$ cat src/rtl/ws2812_pkg.sv
// ws2812_pkg: shared FSM state encoding, default WS2812 timing and
// a width helper used by the multi-string driver and its bit timer.
package ws2812_pkg;

  typedef enum logic [1:0] {
    S_IDLE,
    S_SEND_HIGH,
    S_SEND_LOW,
    S_LATCH
  } ws_state_e;

  // 12 MHz clock: 1.25 us bit, 0.33/0.75 us highs, 300 us latch
  localparam int DEF_T_BIT   = 15;
  localparam int DEF_T0H     = 4;
  localparam int DEF_T1H     = 9;
  localparam int DEF_T_LATCH = 3600;

  localparam int BITS_PER_LED = 24;

  // Counter width for a range of n values, never below one bit
  function automatic int cw(input int n);
    return (n > 1) ? $clog2(n) : 1;
  endfunction

endpackage

$ cat src/rtl/ws2812_bit_timer.sv
// ws2812_bit_timer: cycle counter for one WS2812 bit slot.
// Ports: clk, reset (async, high), run (slot active),
//   t0_high/t1_high (inside the 0/1 high window), high_end (last
//   cycle of the 1-high window), bit_done (last cycle of the slot).
module ws2812_bit_timer
  import ws2812_pkg::*;
#(
  parameter int T_BIT = DEF_T_BIT,
  parameter int T0H   = DEF_T0H,
  parameter int T1H   = DEF_T1H
) (
  input  logic clk,
  input  logic reset,
  input  logic run,
  output logic t0_high,
  output logic t1_high,
  output logic high_end,
  output logic bit_done
);

  localparam int CW = cw(T_BIT);

  logic [CW-1:0] cnt;

  always_ff @(posedge clk or posedge reset) begin
    if (reset) begin
      cnt <= '0;
    end else if (!run || bit_done) begin
      cnt <= '0;
    end else begin
      cnt <= cnt + CW'(1);
    end
  end

  assign t0_high  = run && (cnt < CW'(T0H));
  assign t1_high  = run && (cnt < CW'(T1H));
  assign high_end = run && (cnt == CW'(T1H - 1));
  assign bit_done = run && (cnt == CW'(T_BIT - 1));

endmodule

$ cat src/rtl/ws2812_multi.sv
// ws2812_multi: frame buffer and sequencer driving several WS2812
// strings in lockstep from one shared bit/LED counter.
// Ports: clk, reset (async, high); write/channel/led_num/rgb_data
//   store a GRB word; update/auto_refresh request frames;
//   busy (frame incl. latch), dropped (sticky rejected write),
//   data (one serial line per string).
module ws2812_multi
  import ws2812_pkg::*;
#(
  parameter int NUM_CHANNELS     = 2,
  parameter int LEDS_PER_CHANNEL = 8,
  parameter int T_BIT            = DEF_T_BIT,
  parameter int T0H              = DEF_T0H,
  parameter int T1H              = DEF_T1H,
  parameter int T_LATCH          = DEF_T_LATCH
) (
  input  logic                    clk,
  input  logic                    reset,
  input  logic                    write,
  input  logic [2:0]              channel,
  input  logic [7:0]              led_num,
  input  logic [23:0]             rgb_data,
  input  logic                    update,
  input  logic                    auto_refresh,
  output logic                    busy,
  output logic                    dropped,
  output logic [NUM_CHANNELS-1:0] data
);

  localparam int CHW = cw(NUM_CHANNELS);
  localparam int LW  = cw(LEDS_PER_CHANNEL);
  localparam int BW  = cw(BITS_PER_LED);
  localparam int LCW = cw(T_LATCH);

  ws_state_e state, state_n;

  logic [BW-1:0]  bit_idx;
  logic [LW-1:0]  led_idx;
  logic [LW-1:0]  led_nx;
  logic [LCW-1:0] lat_cnt;
  logic           pending;

  logic [23:0] fb [NUM_CHANNELS][LEDS_PER_CHANNEL];
  logic [23:0] sh [NUM_CHANNELS];

  logic run;
  logic t0_hi;
  logic t1_hi;
  logic high_end;
  logic bit_done;
  logic last_bit;
  logic last_led;
  logic lat_end;
  logic restart;
  logic start;
  logic shift;
  logic wr_ok;

  logic [CHW-1:0] ch_i;
  logic [LW-1:0]  led_i;

  assign ch_i  = channel[CHW-1:0];
  assign led_i = led_num[LW-1:0];

  assign busy = (state != S_IDLE);
  assign run  = (state == S_SEND_HIGH) || (state == S_SEND_LOW);

  assign wr_ok = write && !busy
              && (int'(channel) < NUM_CHANNELS)
              && (int'(led_num) < LEDS_PER_CHANNEL);

  assign last_bit = (bit_idx == BW'(BITS_PER_LED - 1));
  assign last_led = (led_idx == LW'(LEDS_PER_CHANNEL - 1));
  assign led_nx   = led_idx + LW'(1);
  assign lat_end  = (state == S_LATCH)
                 && (lat_cnt == LCW'(T_LATCH - 1));

  // updates seen during the frame, or on its final cycle, merge
  assign restart = pending || update || auto_refresh;
  assign start   = ((state == S_IDLE) && (update || auto_refresh))
                || (lat_end && restart);
  assign shift   = (state == S_SEND_LOW) && bit_done;

  ws2812_bit_timer #(
    .T_BIT (T_BIT),
    .T0H   (T0H),
    .T1H   (T1H)
  ) u_timer (
    .clk      (clk),
    .reset    (reset),
    .run      (run),
    .t0_high  (t0_hi),
    .t1_high  (t1_hi),
    .high_end (high_end),
    .bit_done (bit_done)
  );

  always_ff @(posedge clk or posedge reset) begin
    if (reset) begin
      state <= S_IDLE;
    end else begin
      state <= state_n;
    end
  end

  always_comb begin
    state_n = state;
    unique case (state)
      S_IDLE: begin
        if (update || auto_refresh) state_n = S_SEND_HIGH;
      end
      S_SEND_HIGH: begin
        if (high_end) state_n = S_SEND_LOW;
      end
      S_SEND_LOW: begin
        if (bit_done) begin
          if (last_bit && last_led) state_n = S_LATCH;
          else                      state_n = S_SEND_HIGH;
        end
      end
      S_LATCH: begin
        if (lat_end) state_n = restart ? S_SEND_HIGH : S_IDLE;
      end
      default: state_n = S_IDLE;
    endcase
  end

  always_ff @(posedge clk or posedge reset) begin
    if (reset) begin
      bit_idx <= '0;
      led_idx <= '0;
    end else if (start) begin
      bit_idx <= '0;
      led_idx <= '0;
    end else if (shift) begin
      if (last_bit) begin
        bit_idx <= '0;
        if (!last_led) led_idx <= led_nx;
      end else begin
        bit_idx <= bit_idx + BW'(1);
      end
    end
  end

  always_ff @(posedge clk or posedge reset) begin
    if (reset) begin
      lat_cnt <= '0;
    end else if ((state == S_LATCH) && !lat_end) begin
      lat_cnt <= lat_cnt + LCW'(1);
    end else begin
      lat_cnt <= '0;
    end
  end

  always_ff @(posedge clk or posedge reset) begin
    if (reset) begin
      pending <= 1'b0;
    end else if (start) begin
      pending <= 1'b0;
    end else if (update && busy) begin
      pending <= 1'b1;
    end
  end

  // a write rejected on a restart edge still counts as dropped
  always_ff @(posedge clk or posedge reset) begin
    if (reset) begin
      dropped <= 1'b0;
    end else if (write && busy) begin
      dropped <= 1'b1;
    end else if (start) begin
      dropped <= 1'b0;
    end
  end

  always_ff @(posedge clk or posedge reset) begin
    if (reset) begin
      for (int c = 0; c < NUM_CHANNELS; c++) begin
        for (int l = 0; l < LEDS_PER_CHANNEL; l++) begin
          fb[c][l] <= '0;
        end
      end
    end else if (wr_ok) begin
      fb[ch_i][led_i] <= rgb_data;
    end
  end

  // LED 0 is forwarded from a same-edge write so it joins the frame
  always_ff @(posedge clk or posedge reset) begin
    if (reset) begin
      for (int c = 0; c < NUM_CHANNELS; c++) begin
        sh[c] <= '0;
      end
    end else if (start) begin
      for (int c = 0; c < NUM_CHANNELS; c++) begin
        if (wr_ok && (ch_i == CHW'(c)) && (led_num == 8'd0)) begin
          sh[c] <= rgb_data;
        end else begin
          sh[c] <= fb[c][0];
        end
      end
    end else if (shift) begin
      for (int c = 0; c < NUM_CHANNELS; c++) begin
        if (last_bit && !last_led) begin
          sh[c] <= fb[c][led_nx];
        end else begin
          sh[c] <= {sh[c][22:0], 1'b0};
        end
      end
    end
  end

  always_comb begin
    data = '0;
    for (int c = 0; c < NUM_CHANNELS; c++) begin
      data[c] = t0_hi || (sh[c][23] && t1_hi);
    end
  end

endmodule
$ cat config.mk
export PLATFORM = sky130hd
export DESIGN_NAME = ws2812_multi
export DESIGN_NICKNAME = d
export VERILOG_FILES = /design/src/rtl/ws2812_pkg.sv /design/src/rtl/ws2812_bit_timer.sv /design/src/rtl/ws2812_multi.sv
export SDC_FILE = /design/constraint.sdc
export NUM_CORES = 1
export LEC_CHECK = 0
export ABC_AREA = 1
export BUFFER_PORTS_ARGS = -buffer_cell sky130_fd_sc_hd__clkbuf_2
export CAP_MARGIN = 20
export CORE_MARGIN = 2
export CORE_UTILIZATION = 50
export CTS_CLUSTER_DIAMETER = 50
export DETAILED_ROUTE_END_ITERATION = 10
export PLACE_DENSITY = 0.78
export SLEW_MARGIN = 5
export SYNTH_ARGS = -nofsm -noshare
export SYNTH_HDL_FRONTEND = slang
export SYNTH_SLANG_ARGS = --single-unit
$ cat constraint.sdc
create_clock -name clk -period 21.7 [get_ports clk]
set_input_delay 3.255 -clock clk [delete_from_list [all_inputs] [get_ports clk]]
set_output_delay 3.255 -clock clk [all_outputs]
set_load 0.02 [all_outputs]
==> results of run 1 <==
## cell usage in the layout, fill, tap and decap left out, types with 26 or more instances in the layout
| cell | count |
|---|---|
| buf_4 | 26 |
| clkbuf_16 | 51 |
| clkbuf_2 | 43 |
| dfrtp_1 | 459 |
| inv_1 | 377 |
| nand2_1 | 1181 |
| nand3_1 | 396 |
| nand4_1 | 47 |
| nor2_1 | 49 |
| o21ai_0 | 255 |
| o21ai_1 | 100 |
## cell families after synthesis
logic type      count (synthesis)  share of synthesized area, %
compound gates                372                          7.99
xor+xnor                        4                         0.149
fa+ha+maj                      13                         0.693
buf+inv                       608                          11.6
flops                         460                          49.0
simple gates                 1711                          30.5
## power groups by stage
stage / Combinational, W / Sequential [W] / Clock [W]
6_report: 0.000768 / 0.000921 / 0.000804
2_1_floorplan: 0.000577 / 0.000915 / 0
4_1_cts: 0.000754 / 0.000920 / 0.000809
5_1_grt: 0.000846 / 0.000925 / 0.000846
3_5_place_dp: 0.000750 / 0.000935 / 0
3_3_place_gp: 0.000744 / 0.000935 / 0
## area by class of cell
cell class / instances / area [µm²]
flip-flops and latches: 460 / 11500
inverters: 383 / 1450
fillers: 4314 / 21400
repair buffers: 73 / 505
multi-input cells: 2100 / 9280
clock inverters: 5 / 36.3
clock buffers: 78 / 1480
well taps: 607 / 759
## flip-flops by register name (all words and copies together) (netlist names)
| signal | cells |
|---|---|
| fb | 384 |
| state | 2 |
| dropped | 1 |
| led_idx | 3 |
| sh | 48 |
| u_timer.cnt | 4 |
| bit_idx | 5 |
| pending | 1 |
| lat_cnt | 12 |
## metrics by stage
step | worst slack [ns] | util, % | cells | total power, W | hold slack [ns]
global route | 15.91 | 53.9 | 3706 | 0.00262 | 0.497
floorplan | 5.62 | - | 3168 | 0.00149 | 0.433
global placement | 15.64 | 50.4 | 3619 | 0.00168 | 0.457
detailed placement | 15.56 | 50.4 | 3619 | 0.00169 | 0.462
finish | 16.11 | 53.9 | 3706 | 0.00249 | 0.463
CTS | 16.14 | 53.7 | 3702 | 0.00248 | 0.470
## worst reg2reg max path: stages, from the launching register on
cell      delay [ns]
dfrtp_4         0.92
buf_4           0.77
ha_4            0.51
clkinv_2        0.62
buf_4           0.63
nand3_1         0.24
nand3_1         0.10
nand3_1         0.21
nand2_1         0.09
nand3_1         0.10
nand2_1         0.08
## routing by layer
| layer | vias up | global-route usage [%] |
|---|---|---|
| li1 | 9685 | - |
| met1 | 9477 | 36.3 |
| met2 | 874 | 42.1 |
| met3 | 149 | 3.52 |
| met4 | 0 | 10.8 |
| met5 | - | 0 |
## path summary, 6_finish.rpt
path                       cells past startpoint       start  slack [ns]         end
min in group asynchronous                      2       reset        2.85     fb[241]
setup reg to reg                              10  led_idx[0]       17.32      sh[25]
max in group asynchronous                      4       reset       16.54     fb[255]
hold / removal                                 1  lat_cnt[0]        0.46  lat_cnt[0]
hold reg to reg                                1  lat_cnt[0]        0.46  lat_cnt[0]
setup / recovery                               8      update       16.11      sh[25]
==> results.cfg, run 1 <==
[detailed_routing]
vias_per_cell = 5.45
top_layer = met4
wl_um = 63000
route.vias.total = 20185
ant_nets = 0
detail_route.iter0.violations = 2225
route.layer.met1.wl_um = 26800
routed_wire_length_per_instance_um = 17.0
dr_wl_met2_um = 28900
remaining_drc_errors = 0
detailroute.wirelength.met3_um = 4910
drt_pre_antenna_iters = 6

[global_route]
largest_net_degree_at_the_start_of_global_routing = 122
grt_first_pass_wirelength_um = 102000
via_count_of_the_first_global_routing_pass = 19143
grtUsageTotal_pct = 26.3
antenna_found_initial = 0
overflow = 0

[setup_path]
critPathRequiredTime_ns = 22.16
cells_traversed_along_the_worst_timing_path = clkbuf_2, nor2_1, a21boi_1, nand3_4, nand2_4, inv_2, nand3_1, nand2_1
end_kind = flip-flop
critPathLaunchType = input port
cp_max_fo = 56
criticalPathCategory = in -> reg
crit_path_top_delay_cell = nand2_4
timing.critical_path.slowest_cell_delay_ns = 0.78
worstPathBufferInverterCount = 2
crit_family = simple AND/OR/NAND/NOR gates
cp.arrival_ns = 6.05

[cts]
clk_path_buf_depth = 3
htree_num_levels = 2
clock_latency_ns = 0.57
cts_num_sinks = 460
cts-resized-gates = 0
holdBufCountCts = 0
clock_tree_from_tritoncts = built
cts_inserted_buffers = 49
clk_pin_slew_ns = 0.06
postCtsSetupRepairBufs = 0
cts_root_buffer_type = clkbuf_16

[run_status]
status = completed

[placement]
numPortBuffers = 43
dp_hpwl_um = 34700
place.gp.congestion = 0.850
placedInstanceArea_um2 = 23400

[timing]
finalMaxSlewViolations = 0
shortest_clock_period_the_worst_path_allows_after_layout_ns = 5.59
rsz0062_at_grt = no
layout_worst_path_cycle_share_pct = 25.8
setup-violations-final = 0
fin_setup_tns_ns = 0
slew-limit-headroom_pct = 26.7
timing_hold_violations_final = 0
actual_transition_at_the_worst_max_transition_pin_ns = 1.10
achievable-frequency_ghz = 0.179
fin_worst_skew_ns = 0.0178

[synth]
synth_top_cells_by_count = 1185 x nand2_1, 460 x dfrtp_1, 396 x nand3_1, 380 x inv_1, 255 x o21ai_0
async_flop_share_pct = 100
synth_largest_type_area_fraction_pct = 49.0
synth_cells = 3168
syn_nets = 3221
synth_sequential_area_ratio_pct = 49.0
netlist_area_um2 = 23500
main_area_contributors_after_synthesis = dfrtp_1 49%, nand2_1 19%, nand3_1 8.4%
count_of_flip_flops_with_a_built_in_enable_after_synthesis = 0
yosysWarningCount = 0
post-synth-top-count-cell = nand2_1
yosysUniqueCellTypes = 34
synth_ff_type = dfrtp_1
ys_seq_elements = 460
syn-mean-instance-area_um2 = 7.41
synth_top_cell_by_area = dfrtp_1

[power]
p_sw_share_pct = 38.0
power.clock.fraction_pct = 32.3
vdd_ir_drop_max_mv = 0.0977
combinational_fraction_of_design_power_pct = 30.8
internal-power_w = 0.00155
netSwitchingPower_w = 0.000947
seq_power_share_pct = 36.9
leakage_nw = 12.5
power-per-cell-area_nw_per_um2 = 99.6

[die]
num_rows = 79
io-pin-count = 44
core_um2 = 46500
die_area_um2 = 48700
die_h_um = 221
initial_utilization_pct = 50.5
die_w_um = 221

[job]
timing.max_cap.violations = 0

[hold_path]
timing.hold.worst.class = reg -> reg

[finish]
fin_nets = 3120
final_instance_area_um2 = 25000
num_antenna_cells = 0
final_layout_size_suffix_gt1_share_pct = 5.78
syn_to_final_growth_pct = 6.59
No activity file was read; power rests on OpenSTA's default activity.
==> run 2: changes to the inputs <==
Clock period 21.7 ns to 5.65 ns, I/O delays scaled along.
==> run 2 against run 1 <==
Against the previous run:
- via count is 0.55% higher
- count of clock-buffer cells in the layout down 11
- critical path type is now reg -> reg
- die area did not move
- sequential cell count stayed put
==> results.cfg, run 2 (same netlist as run 1, synthesis figures left out) <==
[global_route]
grtUsageTotal_pct = 26.4
largest_net_degree_at_the_start_of_global_routing = 152
antenna_found_initial = 0
overflow = 0
via_count_of_the_first_global_routing_pass = 19002
grt_first_pass_wirelength_um = 103000

[setup_path]
cp_max_fo = 63
r2r_cells = 9
criticalPathCategory = reg -> reg
cp.arrival_ns = 3.94
end_kind = flip-flop
critPathLaunchType = flip-flop
critPathRequiredTime_ns = 6.11

[die]
core_um2 = 46500
die_w_um = 221
die_h_um = 221
initial_utilization_pct = 50.5
die_area_um2 = 48700
num_rows = 79
io-pin-count = 44

[placement]
place.gp.congestion = 0.871
placedCellCount = 3619
numPortBuffers = 43
dp_worst_setup_slack_ns = 1.90
dp_hpwl_um = 36400

[timing]
layout_worst_path_cycle_share_pct = 61.6
finalMaxSlewViolations = 0
slew-limit-headroom_pct = 23.3
achievable-frequency_ghz = 0.287
fin_worst_skew_ns = 0.0220
setup-violations-final = 0
shortest_clock_period_the_worst_path_allows_after_layout_ns = 3.48
actual_transition_at_the_worst_max_transition_pin_ns = 1.15
timing_hold_violations_final = 0
final.setup.worst_slack_ns = 2.17
rsz0062_at_grt = no

[detailed_routing]
route.vias.total = 20296
drt_pre_antenna_iters = 8
remaining_drc_errors = 0
vias_per_cell = 5.47
ant_nets = 0
detail_route.iter0.violations = 2314
routed_wire_length_per_instance_um = 17.1
wl_um = 63300

[hold_path]
timing.hold.worst_path_depth = 1
timing.hold.worst.class = reg -> reg

[cts]
cts-resized-gates = 0
htree_num_levels = 2
clk_pin_slew_ns = 0.06
clk_path_buf_depth = 3
cts_num_sinks = 460
clock_tree_from_tritoncts = built
holdBufCountCts = 0
clock_latency_ns = 0.58
cts_inserted_buffers = 48
postCtsSetupRepairBufs = 0
cts_root_buffer_type = clkbuf_16

[power]
vdd_ir_drop_max_mv = 0.362
leakage_nw = 12.7
power-per-cell-area_nw_per_um2 = 393

[finish]
fin_nets = 3121
layout.cells.most_common_list = 1181 x nand2_1, 459 x dfrtp_1, 396 x nand3_1
final-instance-count-excl-fill = 3711
largest_reg_flops = 384
most_frequent_standard_cell_in_the_layout_excluding_fill_and_tap_cells = nand2_1
syn_to_final_growth_pct = 7.74
final_layout_size_suffix_gt1_share_pct = 6.35
number_of_fillers_in_the_final_layout = 4270
max_flop_register = fb
largestRegisters = fb (384), sh (48), lat_cnt (12)
final_util_pct = 54.5
num_antenna_cells = 0

[run_status]
status = completed

[job]
timing.max_cap.violations = 0
## run 2: metal layers
metal,global-route usage [%],vias to the layer above,wire length (µm)
met5,0,-,0
met4,10.4,0,2310
met3,3.77,132,4670
met2,41.4,854,28600
met1,37.1,9613,27700
li1,-,9697,-
## run 2: final timing paths
path	from	to	slack, ns
max	led_idx[0]	sh[22]	2.17
min	lat_cnt[0]	lat_cnt[0]	0.46
max reg2reg	led_idx[0]	sh[22]	2.17
min reg2reg	lat_cnt[0]	lat_cnt[0]	0.46
max in group asynchronous	reset	fb[118]	3.76
min in group asynchronous	reset	fb[206]	0.50
## run 2: area by class of cell
type | count | area [µm²] | share of cell area [%]
Clock buffer | 67 | 1430 | 5.67
Inverter | 383 | 1450 | 5.72
Tap cell | 607 | 759 | 3.00
Sequential cell | 460 | 11500 | 45.5
Clock inverter | 19 | 288 | 1.14
Timing Repair Buffer | 75 | 571 | 2.26
Multi-Input combinational cell | 2100 | 9280 | 36.7
## run 2: through the flow
stage | TNS, ns | hold slack [ns] | total power (W) | instance area, µm²
5_1_grt | 0 | 0.488 | 0.0104 | 25300
2_1_floorplan | -654.35 | 0.433 | 0.00573 | 23500
3_3_place_gp | 0 | 0.453 | 0.00647 | 23400
4_1_cts | 0 | 0.462 | 0.00990 | 25200
3_5_place_dp | 0 | 0.454 | 0.00649 | 23400
6_report | 0 | 0.460 | 0.00994 | 25300
## run 2: worst max-delay path, stage by stage, from the launching register on
cell and delay, ns:
dfrtp_4 0.93, ha_4 0.59, clkinv_2 0.73, buf_4 0.52, nand3_1 0.15, nand3_1 0.08
nand3_1 0.14, nand2_1 0.06, nand3_1 0.06, nand2_1 0.07
## run 2: power by group
part           internal [W]  total, W  leakage, nW  switching (W)
Combinational      0.000764   0.00295         5.39        0.00219
Sequential          0.00340   0.00354         6.41       0.000143
Clock               0.00209   0.00344        0.853        0.00135
==> run 3: changes to the inputs <==
Settings changed: PLACE_DENSITY 0.78 to 0.8.
Clock period 5.65 ns to 3.2 ns, I/O delays scaled along.
==> run 3 against run 2 <==
Against the previous run:
- via count up 0.77%
- worst hold slack got worse by 0.32 ns
- largest cell class unchanged
- non-clock buffer count is 25 higher
- clock skew decreased by 0.0023 ns
- die area unchanged
- combinational power increased by 88%
- critical path type is now reg -> out
- routed wire length increased by 0.67%
- clock power increased by 60%
- global-route usage rose by 0.22 points
==> results.cfg, run 3 (same netlist as run 1, synthesis figures left out) <==
[run_status]
status = completed

[job]
timing.max_cap.violations = 0

[die]
die_h_um = 221
io-pin-count = 44
die_area_um2 = 48700
num_rows = 79
die_w_um = 221
core_um2 = 46500
initial_utilization_pct = 50.5

[finish]
syn_to_final_growth_pct = 7.90
layout.cells.most_common_list = 1181 x nand2_1, 459 x dfrtp_1, 396 x nand3_1
most_frequent_standard_cell_in_the_layout_excluding_fill_and_tap_cells = nand2_1
final_instance_area_um2 = 25300
final_layout_size_suffix_gt1_share_pct = 6.59
final-instance-count-excl-fill = 3733
num_antenna_cells = 0
max_flop_register = fb
largestRegisters = fb (384), sh (48), lat_cnt (12)
fin_nets = 3146
largest_reg_flops = 384

[power]
leakage_nw = 12.7
netSwitchingPower_w = 0.00653
seq_power_share_pct = 35.7
vdd_ir_drop_max_mv = 0.848
combinational_fraction_of_design_power_pct = 32.2
p_sw_share_pct = 37.9
power-per-cell-area_nw_per_um2 = 679
power.clock.fraction_pct = 32.1
internal-power_w = 0.0107

[timing]
layout_worst_path_cycle_share_pct = 90.1
shortest_clock_period_the_worst_path_allows_after_layout_ns = 2.88
actual_transition_at_the_worst_max_transition_pin_ns = 1.06
achievable-frequency_ghz = 0.347
final.setup.worst_slack_ns = 0.317
fin_setup_tns_ns = 0
rsz0062_at_grt = no
slew-limit-headroom_pct = 29.3
timing_hold_violations_final = 0
fin_worst_skew_ns = 0.0196
setup-violations-final = 0
finalMaxSlewViolations = 0

[global_route]
global_route.usage.met3_pct = 4.08
met2_demand_to_capacity_share_in_global_routing_pct = 43.5
antenna_found_initial = 0
grtUsageTotal_pct = 26.6
gr-usage-met1_pct = 35.3
via_count_of_the_first_global_routing_pass = 19525
grt_most_used_layer = met2
largest_net_degree_at_the_start_of_global_routing = 108
overflow = 0
grt_first_pass_wirelength_um = 103000

[setup_path]
critPathLaunchType = flip-flop
cp_common_cell = inv_1
timing.critical_path.slowest_cell_delay_ns = 0.43
cp.arrival_ns = 2.40
critPathRequiredTime_ns = 2.72
cells_traversed_along_the_worst_timing_path = inv_1, ha_1, inv_1, nor2_1, nand2_1, o21ai_0, o21ai_0, inv_1, clkbuf_2
cp_max_fo = 6
criticalPathCategory = reg -> out
end_kind = output port
crit_path_top_delay_cell = dfrtp_1

[detailed_routing]
wl_um = 63700
detail_route.iter0.violations = 2356
vias_per_cell = 5.48
route.vias.total = 20452
ant_nets = 0
drt_pre_antenna_iters = 6
remaining_drc_errors = 0
routed_wire_length_per_instance_um = 17.1

[cts]
clock_latency_ns = 0.57
cts_inserted_buffers = 48
htree_num_levels = 2
cts-resized-gates = 0
clock_tree_from_tritoncts = built
cts_root_buffer_type = clkbuf_16
clk_path_buf_depth = 3
cts_num_sinks = 460
clk_pin_slew_ns = 0.06

[placement]
dp_hpwl_um = 37700
numPortBuffers = 43
placedCellCount = 3649
place.gp.congestion = 0.851
placedInstanceArea_um2 = 23800
dp_worst_setup_slack_ns = 0.640

[hold_path]
timing.hold.worst.class = in -> reg
[run 3: cell count changes in the layout (fill, tap and decap cells not counted), moves of 2 or more]
cell,change
clkbuf_8,-7
inv_6,-2
clkbuf_1,+12
buf_4,+19
buf_16,-2
buf_12,+7
bufinv_16,-4
[run 3: repair_timing]
action,4_1_cts,5_1_grt
hold endpoints to repair,10,0
endpoints found under the setup margin,0,0
hold buffers,1,0
buffers inserted,0,0
[run 3: power by group through the flow]
stage / combinational [W] / clock [W] / sequential [W]
floorplan: 0.00392 / 0 / 0.00620
global placement: 0.00537 / 0 / 0.00623
detailed placement: 0.00542 / 0 / 0.00624
CTS: 0.00546 / 0.00558 / 0.00613
global route: 0.00603 / 0.00577 / 0.00616
finish: 0.00555 / 0.00552 / 0.00614
[run 3: worst paths after layout]
| kind | cells after the start | start | end | slack (ns) |
|---|---|---|---|---|
| max | 9 | state[0] | data[0] | 0.32 |
| min | 3 | write | dropped | 0.14 |
| max reg2reg | 11 | state[0] | sh[20] | 0.56 |
| min reg2reg | 1 | lat_cnt[0] | lat_cnt[0] | 0.47 |
| max in group asynchronous | 4 | reset | fb[5] | 1.69 |
| min in group asynchronous | 3 | reset | fb[18] | 0.53 |
[run 3: worst max-delay path: cells and delay by family (launching register included)]
family	cells	cell delay (ns)
adder cells (fa/ha/maj)	1	0.32
AO/OA/AOI/OAI	2	0.41
AND/OR/NAND/NOR	2	0.19
flip-flops	1	0.43
buffers and inverters	4	0.47
[run 3: stage by stage]
| stage | hold WS, ns | utilization, % | power (W) |
|---|---|---|---|
| 2_1_floorplan | 0.433 | - | 0.0101 |
| 3_3_place_gp | 0.455 | 51.2 | 0.0116 |
| 3_5_place_dp | 0.458 | 51.2 | 0.0117 |
| 4_1_cts | 0.133 | 54.5 | 0.0172 |
| 5_1_grt | 0.159 | 54.5 | 0.0180 |
| 6_report | 0.143 | 54.5 | 0.0172 |
[run 3: layout make-up]
cell class,count,area [µm²]
clock buffer,72,1380
clock inverter,11,140
multi-input combinational,2100,9280
timing repair buffer,100,808
sequential,460,11500
inverter,383,1450
fill,4244,21100
tap,607,759
[run 3: metal layers]
metal,vias to the layer above,share of wire (%)
li1,9746,-
met1,9698,41
met2,825,47
met3,183,7.6
met4,0,4.4
met5,-,0
